[config.mk]
export PLATFORM = sky130hd
export DESIGN_NAME = data_rule_monitor
export DESIGN_NICKNAME = d
export VERILOG_FILES = /design/src/rtl/data_rule_pkg.sv /design/src/rtl/data_rule_chan.sv /design/src/rtl/data_rule_monitor.sv
export SDC_FILE = /design/constraint.sdc
export NUM_CORES = 1
export LEC_CHECK = 0
export CELL_PAD_IN_SITES_DETAIL_PLACEMENT = 1
export CELL_PAD_IN_SITES_GLOBAL_PLACEMENT = 1
export CORE_ASPECT_RATIO = 1.1
export CORE_UTILIZATION = 35
export CTS_CLUSTER_SIZE = 40
export DETAILED_ROUTE_END_ITERATION = 6
export PLACE_DENSITY_LB_ADDON = 0.3
export SETUP_SLACK_MARGIN = 0.15
export SLEW_MARGIN = 5
export SYNTH_ARGS = -nofsm -noshare
export SYNTH_HDL_FRONTEND = slang
export SYNTH_HIERARCHICAL = 1
export SYNTH_SLANG_ARGS = --single-unit
[constraint.sdc]
create_clock -name clk -period 1.81 [get_ports clk]
set_input_delay 0.362 -clock clk [delete_from_list [all_inputs] [get_ports clk]]
set_output_delay 0.362 -clock clk [all_outputs]
set_load 0.05 [all_outputs]
[src/rtl/data_rule_pkg.sv]
// Shared definitions for the data rule monitor.
//   RULE_NZ / RULE_ALIGN : bit positions inside rule_mode
//   chan_state_t         : per-channel alarm FSM state
//   sat_inc              : saturating increment helper (operands up to 32 bits)
package data_rule_pkg;

  localparam int unsigned RULE_NZ    = 0;
  localparam int unsigned RULE_ALIGN = 1;

  typedef enum logic [1:0] {ST_OK, ST_WARN, ST_ALARM} chan_state_t;

  function automatic logic [31:0] sat_inc(input logic [31:0] val,
                                          input logic [31:0] max);
    return (val >= max) ? max : val + 32'd1;
  endfunction

endpackage

[src/rtl/data_rule_chan.sv]
// One monitored channel: rule evaluation, saturating fail counter,
// consecutive-fail streak counter, OK/WARN/ALARM FSM, sticky error and
// registered fail pulse.
// Ports:
//   i_clk, i_rst_n    clock, synchronous active-low reset
//   i_enable          check qualifier for this channel
//   i_data            channel data
//   i_rule_mode       bit RULE_NZ = non-zero rule, bit RULE_ALIGN = alignment rule
//   i_clear           synchronous clear of all status state
//   o_fail            combinational failure of the current sample
//   o_fail_pulse      registered one-cycle failure indication
//   o_sticky_err      set on any failure, held until clear
//   o_fail_cnt        saturating failure count
//   o_alarm           FSM is in ST_ALARM
module data_rule_chan
  import data_rule_pkg::*;
#(
  parameter int unsigned DATA_W      = 8,
  parameter int unsigned CNT_W       = 16,
  parameter int unsigned ALIGN_BITS  = 1,
  parameter int unsigned FAIL_THRESH = 3
) (
  input  logic              i_clk,
  input  logic              i_rst_n,
  input  logic              i_enable,
  input  logic [DATA_W-1:0] i_data,
  input  logic [1:0]        i_rule_mode,
  input  logic              i_clear,
  output logic              o_fail,
  output logic              o_fail_pulse,
  output logic              o_sticky_err,
  output logic [CNT_W-1:0]  o_fail_cnt,
  output logic              o_alarm
);

  logic              w_viol;
  logic              w_fail;
  logic [8:0]        w_consec_inc;
  logic              w_reach;
  logic [7:0]        r_consec;
  logic [CNT_W-1:0]  r_cnt;
  logic              r_pulse;
  logic              r_sticky;
  chan_state_t       r_state;

  always_comb begin
    w_viol = (i_rule_mode[RULE_NZ]    && (i_data == '0)) ||
             (i_rule_mode[RULE_ALIGN] && (i_data[ALIGN_BITS-1:0] != '0));
    w_fail = i_enable && w_viol;
    // 9-bit sum so consec+1 cannot wrap before the threshold compare
    w_consec_inc = {1'b0, r_consec} + 9'd1;
    w_reach      = (w_consec_inc >= 9'(FAIL_THRESH));
  end

  always_ff @(posedge i_clk) begin
    if (!i_rst_n || i_clear) begin
      r_consec <= '0;
      r_cnt    <= '0;
      r_pulse  <= 1'b0;
      r_sticky <= 1'b0;
      r_state  <= ST_OK;
    end else begin
      r_pulse <= w_fail;
      if (w_fail) begin
        r_sticky <= 1'b1;
        r_cnt    <= CNT_W'(sat_inc(32'(r_cnt), 32'({CNT_W{1'b1}})));
        r_consec <= 8'(sat_inc(32'(r_consec), 32'(FAIL_THRESH)));
        if (r_state != ST_ALARM)
          r_state <= w_reach ? ST_ALARM : ST_WARN;
      end else if (i_enable) begin
        r_consec <= '0;
        if (r_state == ST_WARN)
          r_state <= ST_OK;
      end
    end
  end

  assign o_fail       = w_fail;
  assign o_fail_pulse = r_pulse;
  assign o_sticky_err = r_sticky;
  assign o_fail_cnt   = r_cnt;
  assign o_alarm      = (r_state == ST_ALARM);

endmodule

[src/rtl/data_rule_monitor.sv]
// Multi-channel data rule monitor: one data_rule_chan per channel plus
// lowest-index-wins capture of the first failure since reset/clear.
// Ports:
//   clk, rst_n        clock, synchronous active-low reset
//   enable            per-channel check qualifier
//   data              channel c at [c*DATA_W +: DATA_W]
//   rule_mode         bit0 non-zero rule, bit1 alignment rule (all channels)
//   clear             synchronous clear of status state (wins over failures)
//   fail_pulse        registered one-cycle failure per channel
//   sticky_err        sticky failure per channel
//   fail_cnt          saturating counters, channel c at [c*CNT_W +: CNT_W]
//   alarm             per-channel alarm FSM in ALARM
//   first_fail_*      valid flag, channel and data of the first failure
module data_rule_monitor
  import data_rule_pkg::*;
#(
  parameter int unsigned DATA_W      = 8,
  parameter int unsigned NUM_CH      = 4,
  parameter int unsigned CNT_W       = 16,
  parameter int unsigned ALIGN_BITS  = 1,
  parameter int unsigned FAIL_THRESH = 3,
  localparam int unsigned CH_W       = (NUM_CH > 1) ? $clog2(NUM_CH) : 1
) (
  input  logic                     clk,
  input  logic                     rst_n,
  input  logic [NUM_CH-1:0]        enable,
  input  logic [NUM_CH*DATA_W-1:0] data,
  input  logic [1:0]               rule_mode,
  input  logic                     clear,
  output logic [NUM_CH-1:0]        fail_pulse,
  output logic [NUM_CH-1:0]        sticky_err,
  output logic [NUM_CH*CNT_W-1:0]  fail_cnt,
  output logic [NUM_CH-1:0]        alarm,
  output logic                     first_fail_valid,
  output logic [CH_W-1:0]          first_fail_ch,
  output logic [DATA_W-1:0]        first_fail_data
);

  logic [NUM_CH-1:0] w_fail;
  logic              w_found;
  logic [CH_W-1:0]   w_ch;
  logic [DATA_W-1:0] w_dat;
  logic              r_ff_valid;
  logic [CH_W-1:0]   r_ff_ch;
  logic [DATA_W-1:0] r_ff_data;

  for (genvar c = 0; c < NUM_CH; c++) begin : g_chan
    data_rule_chan #(
      .DATA_W      (DATA_W),
      .CNT_W       (CNT_W),
      .ALIGN_BITS  (ALIGN_BITS),
      .FAIL_THRESH (FAIL_THRESH)
    ) u_chan (
      .i_clk        (clk),
      .i_rst_n      (rst_n),
      .i_enable     (enable[c]),
      .i_data       (data[c*DATA_W +: DATA_W]),
      .i_rule_mode  (rule_mode),
      .i_clear      (clear),
      .o_fail       (w_fail[c]),
      .o_fail_pulse (fail_pulse[c]),
      .o_sticky_err (sticky_err[c]),
      .o_fail_cnt   (fail_cnt[c*CNT_W +: CNT_W]),
      .o_alarm      (alarm[c])
    );
  end

  // Lowest failing channel index wins
  always_comb begin
    w_found = 1'b0;
    w_ch    = '0;
    w_dat   = '0;
    for (int unsigned i = 0; i < NUM_CH; i++) begin
      if (w_fail[i] && !w_found) begin
        w_found = 1'b1;
        w_ch    = CH_W'(i);
        w_dat   = data[i*DATA_W +: DATA_W];
      end
    end
  end

  always_ff @(posedge clk) begin
    if (!rst_n || clear) begin
      r_ff_valid <= 1'b0;
      r_ff_ch    <= '0;
      r_ff_data  <= '0;
    end else if (!r_ff_valid && w_found) begin
      r_ff_valid <= 1'b1;
      r_ff_ch    <= w_ch;
      r_ff_data  <= w_dat;
    end
  end

  assign first_fail_valid = r_ff_valid;
  assign first_fail_ch    = r_ff_ch;
  assign first_fail_data  = r_ff_data;

endmodule

# [Word level (Yosys, flattened, before mapping)]
# Cells that the tools add are included.
# W data, S select, Z words.
[totals] out_inout_bits=87 latch_bits=0 romBits=0 in_bits=41 regBits=123 n_memories=0 ramBits=0 word_cells=152
[op_classes] shifts=0 muxes=47 order_cmp=12 add_sub_neg=12 div_mod_pow=0 n_reduce_logical=42 mul=0 n_bitwise=0 eq_ne=16
[ops] operator="$mux W8" count=16
[ops] operator="$add A16 B1 Y16 const B" count=4
[ops] operator="$ge A16 B16 Y1 const B" count=4
[ops] operator="$mux W16" count=4
[ops] operator="$mux W2" count=22
[ops] operator="$add A8 B1 Y9 const B" count=4
[ops] operator="$ge A9 B2 Y1 const B" count=4
[ops] operator="$add A8 B1 Y8 const B" count=4
[ops] operator="$ge A8 B2 Y1 const B" count=4
[ops] operator="$logic_not A8 Y1" count=4
[ops] operator="$logic_and A1 B1 Y1" count=16
[ops] operator="$ne A2 B2 Y1 const B" count=8
[ops] operator="$reduce_bool A2 Y1" count=8
[ops] operator="$reduce_and A3 Y1" count=4
[ops] operator="$eq A2 B1 Y1 const B" count=4
[ops] operator="$eq A2 B2 Y1 const B" count=4
[ops] operator="$logic_not A1 Y1" count=5
[ops] operator="$logic_or A1 B1 Y1" count=5
[ops] operator="$mux W1" count=5

# [Longest topological paths before layout]
[logic_depth] ltp_word=15 mapped_depth=9 depth_no_buf=7

# [By module]
# Netlist, hierarchy kept.
[by_module_without_submodules] module="data_rule_chan" cells_each=167 seq_area_each_um2=560.5 n_inst=4 area_each_um2=1451.4
[by_module_without_submodules] module="data_rule_monitor" cells_each=95 seq_area_each_um2=220.2 n_inst=1 area_each_um2=804.5

# [Worst setup path before layout]
# No wires, ideal clock.
[synth_path] path_kind="register to register" startpoint="register g_chan[0].u_chan.r_cnt[0]" endpoint="register g_chan[0].u_chan.r_cnt[8]" synth_period_minus_slack_ps=1963 setup_ps=86 t_required_ps=1724 t_arrival_ps=1877 stages_incl_launch_ff=7 slack_ps=-153 path_buffers=1 cell_sequence="dfxtp_1 > ha_1 > inv_1 > nor4_2 > buf_2 > a41oi_1 > a211oi_1"
[synth_between] elab_chain_cells=2 word_cells_on_any_way=3 classes_between="add/sub (1); order compare (1); mux (1)"
[synth_rtl] element="start: declaration" line_no="data_rule_chan.sv:41" source="logic [CNT_W-1:0] r_cnt;"
[synth_rtl] element="start signal: assignment" line_no="data_rule_chan.sv:66" source="r_cnt <= CNT_W'(sat_inc(32'(r_cnt), 32'({CNT_W{1'b1}})));"
[synth_rtl] element="$add A16 B1 Y16 / $ge A16 B16 Y1 (equally long branches)" line_no="data_rule_pkg.sv:14" source="return (val >= max) ? max : val + 32'd1;"
[synth_rtl] element="$mux W16 *" line_no="data_rule_pkg.sv:14"
# Mark *: on every way between the ends. The rest lies on a longest branch, timed or not.
# A chain may end at the register's enable or synchronous reset.

# [Worst setup path after layout]
[layout_path] startpoint="register g_chan[3].u_chan.r_cnt[1]" endpoint="register g_chan[3].u_chan.r_cnt[10]"
[layout_between] elab_chain_cells=2 word_cells_on_any_way=3 classes_between="add/sub (1); order compare (1); mux (1)"
[layout_rtl] element="start: declaration" line_no="data_rule_chan.sv:41"
[layout_rtl] element="start signal: assignment" line_no="data_rule_chan.sv:66"
[layout_rtl] element="$add A16 B1 Y16 / $ge A16 B16 Y1 (equally long branches)" line_no="data_rule_pkg.sv:14"
[layout_rtl] element="$mux W16 *" line_no="data_rule_pkg.sv:14"
# Marked as above.

==> results_dict.tcl <==
set metrics [dict create \
    status "finished, final reports clean" \
    wirelength_mm 24.0 \
    synth_ff_type "dfxtp_1" \
    syn_area_um2 6610 \
    place_ws_ps -675 \
    nNetsFinal 1091 \
    ant_nets 0 \
    reg2regPathDepth 6 \
    ys_types 55 \
    syn_to_final_growth_pct 52.0 \
    use_met1 0.297 \
    grtUsageMet3 0.0545 \
    finalSetupViolations 0 \
    hold_viol 0 \
    layout.cells.non_filler 1294 \
    cts_made_buffers 17 \
    max_freq_mhz 578 \
    end_kind "flip-flop" \
    initial_core_util 0.358 \
    syn_avg_cell_area_um2 8.66 \
    grt_max_degree 17 \
    yosysWarnings 6 \
    detailroute.via_count 7229 \
    die_y_um 146 \
    grt_util_all_layers 0.242 \
    vdd_drop_max_mv 0.674 \
    gr-total-overflow 0 \
    crit_path_start "g_chan[3].u_chan/o_fail_cnt[1]$_SDFFE_PP0P_" \
    h-tree-depth 4 \
    hold_class "input pin to flip-flop" \
    leakage_nw 4.01 \
    powerDensity_nw_per_um2 726 \
    grt.met2_usage 0.411 \
    port_buffers 127 \
    drc 0 \
    clockBufferDepth 2 \
    rrSetupSlack_ps 80 \
    dr.pass1.iters 5 \
    post_drt_via_cell_ratio 5.59 \
    cts_hold_buffers 0 \
    worst_slew_pin_slew_ps 492 \
    ys_async_sr_fraction 0 \
    finalWorstSetupSlack_ps 78.9 \
    hold_slack_ps 376 \
    cts_tree "done" \
    cts.clk_slew.worst_paths_ps 60 \
    finClkSkew_ps 9.36 \
    start_kind "flip-flop" \
    antenna_found_initial 2 \
    critPathMaxFanout 10 \
    finalSetupTns_ps 0 \
    place_inst 1234 \
    worst_ep_required_time_ps 2110 \
    cp_slowest_cell "dfxtp_4" \
    antennaDiodeCount 0 \
    cts.sinks 123 \
    dp_hpwl_mm 16.8 \
    synth_edf_count 0 \
    mostFrequentLayoutCells "227 x buf_4, 70 x dfxtp_1, 53 x nand2_1, 45 x nand3_1, 44 x a31oi_1" \
    core_um2 18500 \
    final_common_cell "buf_4" \
    n_fill_cell 2194 \
    drt_iter0_drc 323 \
    timing.max_cap.violations 0 \
    rows 52 \
    critical_path_arrival_ps 2030 \
    crit_chain "ha_2, inv_1, nor4_2, buf_4, a31oi_1, a311oi_1" \
    cts-root-buf "clkbuf_16" \
    die_area_um2 19400 \
    finalWeightedCongestion 0.823 \
    wl_per_cell_um 18.5 \
    design.portCount 128 \
    grt-busiest-layer "met2" \
    clock_latency_ps 420 \
    synth_nets 816 \
    endpoint "g_chan[3].u_chan/o_fail_cnt[10]$_SDFFE_PP0P_" \
    crit_type "flip-flop to flip-flop" \
    rsz0062_at_grt "yes" \
    timing.final.crit_share 0.956 \
    r2r_start "g_chan[3].u_chan/o_fail_cnt[1]$_SDFFE_PP0P_" \
    syn-instance-count 763 \
    slew_headroom 0.669 \
    grt_pass1_wl_mm 37.6 \
    synth_seq_cells 123 \
    r2r_end "g_chan[3].u_chan/o_fail_cnt[10]$_SDFFE_PP0P_" \
    critPathMaxStageDelay_ps 370 \
    grt_pass1_vias 7245 \
    drive_gt1_frac 0.415 \
    die_w_um 133 \
    synth-seq-area-share 0.373 \
    maxSlewViolCount 0 \
    finalCriticalPeriod_ps 1730 \
]
cell families after synthesis:
logic type | after synthesis | synth area share
and+or+nand+nor | 331 | 0.304
AOI/OAI and AO/OA | 219 | 0.247
buffers and inverters | 74 | 0.0488
adders and majority gates | 12 | 0.0227
xor gates and xnor gates | 4 | 0.00530
DFF | 123 | 0.373
report_power, final:
group | total [mW] | internal, mW | switching (mW)
clock network | 3.75 | 2.38 | 1.37
logic | 0.803 | 0.352 | 0.450
registers | 2.74 | 2.72 | 0.0276
cell type report:
cell class / instances / area [um2] / share of cell area
tap: 243 / 304 / 0.0303
multi-input combinational: 566 / 4070 / 0.405
clock inverter: 12 / 158 / 0.0157
sequential: 123 / 2560 / 0.255
inverter: 39 / 159 / 0.0158
timing repair buffer: 291 / 2310 / 0.230
clock buffer: 20 / 489 / 0.0487
what timing repair did:
| item | 4_1_cts | 5_1_grt |
|---|---|---|
| setup endpoints to repair | 92 | 62 |
| pin swaps | 24 | 41 |
| gates cloned | 0 | 3 |
| buffers inserted | 10 | 15 |
| resized for setup | 86 | 89 |
stage by stage:
step | area [um2] | util | total power, mW
2_1_floorplan | 6700 | - | 3.16
3_3_place_gp | 9010 | 0.488 | 3.57
3_5_place_dp | 9010 | 0.488 | 3.58
4_1_cts | 9840 | 0.532 | 7.35
5_1_grt | 10000 | 0.544 | 7.52
6_report | 10000 | 0.544 | 7.30
critical path: cells and delay by family (launching register included):
kind / cells / cell delay (ps)
AOI/OAI and AO/OA: 2 / 430
DFF: 1 / 370
buffers and inverters: 2 / 330
and+or+nand+nor: 1 / 250
adders and majority gates: 1 / 230
layer usage:
layer | vias up | part of all wire
met3 | 40 | 0.042
met2 | 167 | 0.50
met4 | 2 | 0.020
li1 | 3492 | -
met1 | 3528 | 0.44
met5 | - | 0.00054
state kept, by name, summed over array words and instances (netlist names):
name,cells
g_chan.u_chan/o_fail_pulse,4
g_chan.u_chan/r_state,8
g_chan.u_chan/o_sticky_err,4
first_fail_valid,1
first_fail_data,8
g_chan.u_chan/r_consec,32
first_fail_ch,2
g_chan.u_chan/o_fail_cnt,64
worst min-delay path by stage:
| stage | start | endpoint | cells after the start |
|---|---|---|---|
| after CTS | g_chan[1].u_chan/o_fail_cnt[9]$_SDFFE_PP0P_ | g_chan[1].u_chan/o_fail_cnt[9]$_SDFFE_PP0P_ | 2 |
| after global placement | g_chan[1].u_chan/o_sticky_err$_SDFFE_PP0P_ | g_chan[1].u_chan/o_sticky_err$_SDFFE_PP0P_ | 2 |
| final | data[15] | first_fail_data[7]$_SDFFE_PP0P_ | 4 |
| after floorplan | g_chan[0].u_chan/r_consec[7]$_SDFFE_PP0P_ | g_chan[0].u_chan/r_consec[7]$_SDFFE_PP0P_ | 1 |
| after global routing | data[9] | first_fail_data[1]$_SDFFE_PP0P_ | 4 |
| after detailed placement | g_chan[1].u_chan/o_fail_cnt[9]$_SDFFE_PP0P_ | g_chan[1].u_chan/o_fail_cnt[9]$_SDFFE_PP0P_ | 2 |
synthesized netlist by cell type, types with 6 or more instances:
library cell / count / area (um2)
a311oi_1: 16 / 140
and3_1: 36 / 225
inv_2: 6 / 22.5
buf_2: 12 / 60.1
and2_1: 16 / 100
o21ai_1: 12 / 60.1
o211a_1: 8 / 80.1
nor2b_1: 23 / 144
nor4_2: 8 / 100
a211oi_1: 12 / 90.1
nor4_1: 20 / 125
a21o_1: 8 / 60.1
clkbuf_1: 14 / 52.6
nand2b_1: 17 / 106
a22oi_1: 8 / 60.1
and4_1: 8 / 70.1
a221o_1: 7 / 70.1
inv_1: 33 / 124
o211ai_1: 13 / 97.6
nor3_1: 20 / 100
a31oi_1: 44 / 275
nand4_1: 20 / 125
nor3b_1: 12 / 90.1
a21oi_1: 35 / 175
o311ai_0: 8 / 70.1
ha_1: 12 / 150
nand3_1: 45 / 225
nor2_1: 36 / 135
dfxtp_1: 123 / 2460
a21oi_2: 8 / 70.1
nand2_1: 53 / 199
o31a_1: 9 / 78.8
(Power assumes the default switching activity.)
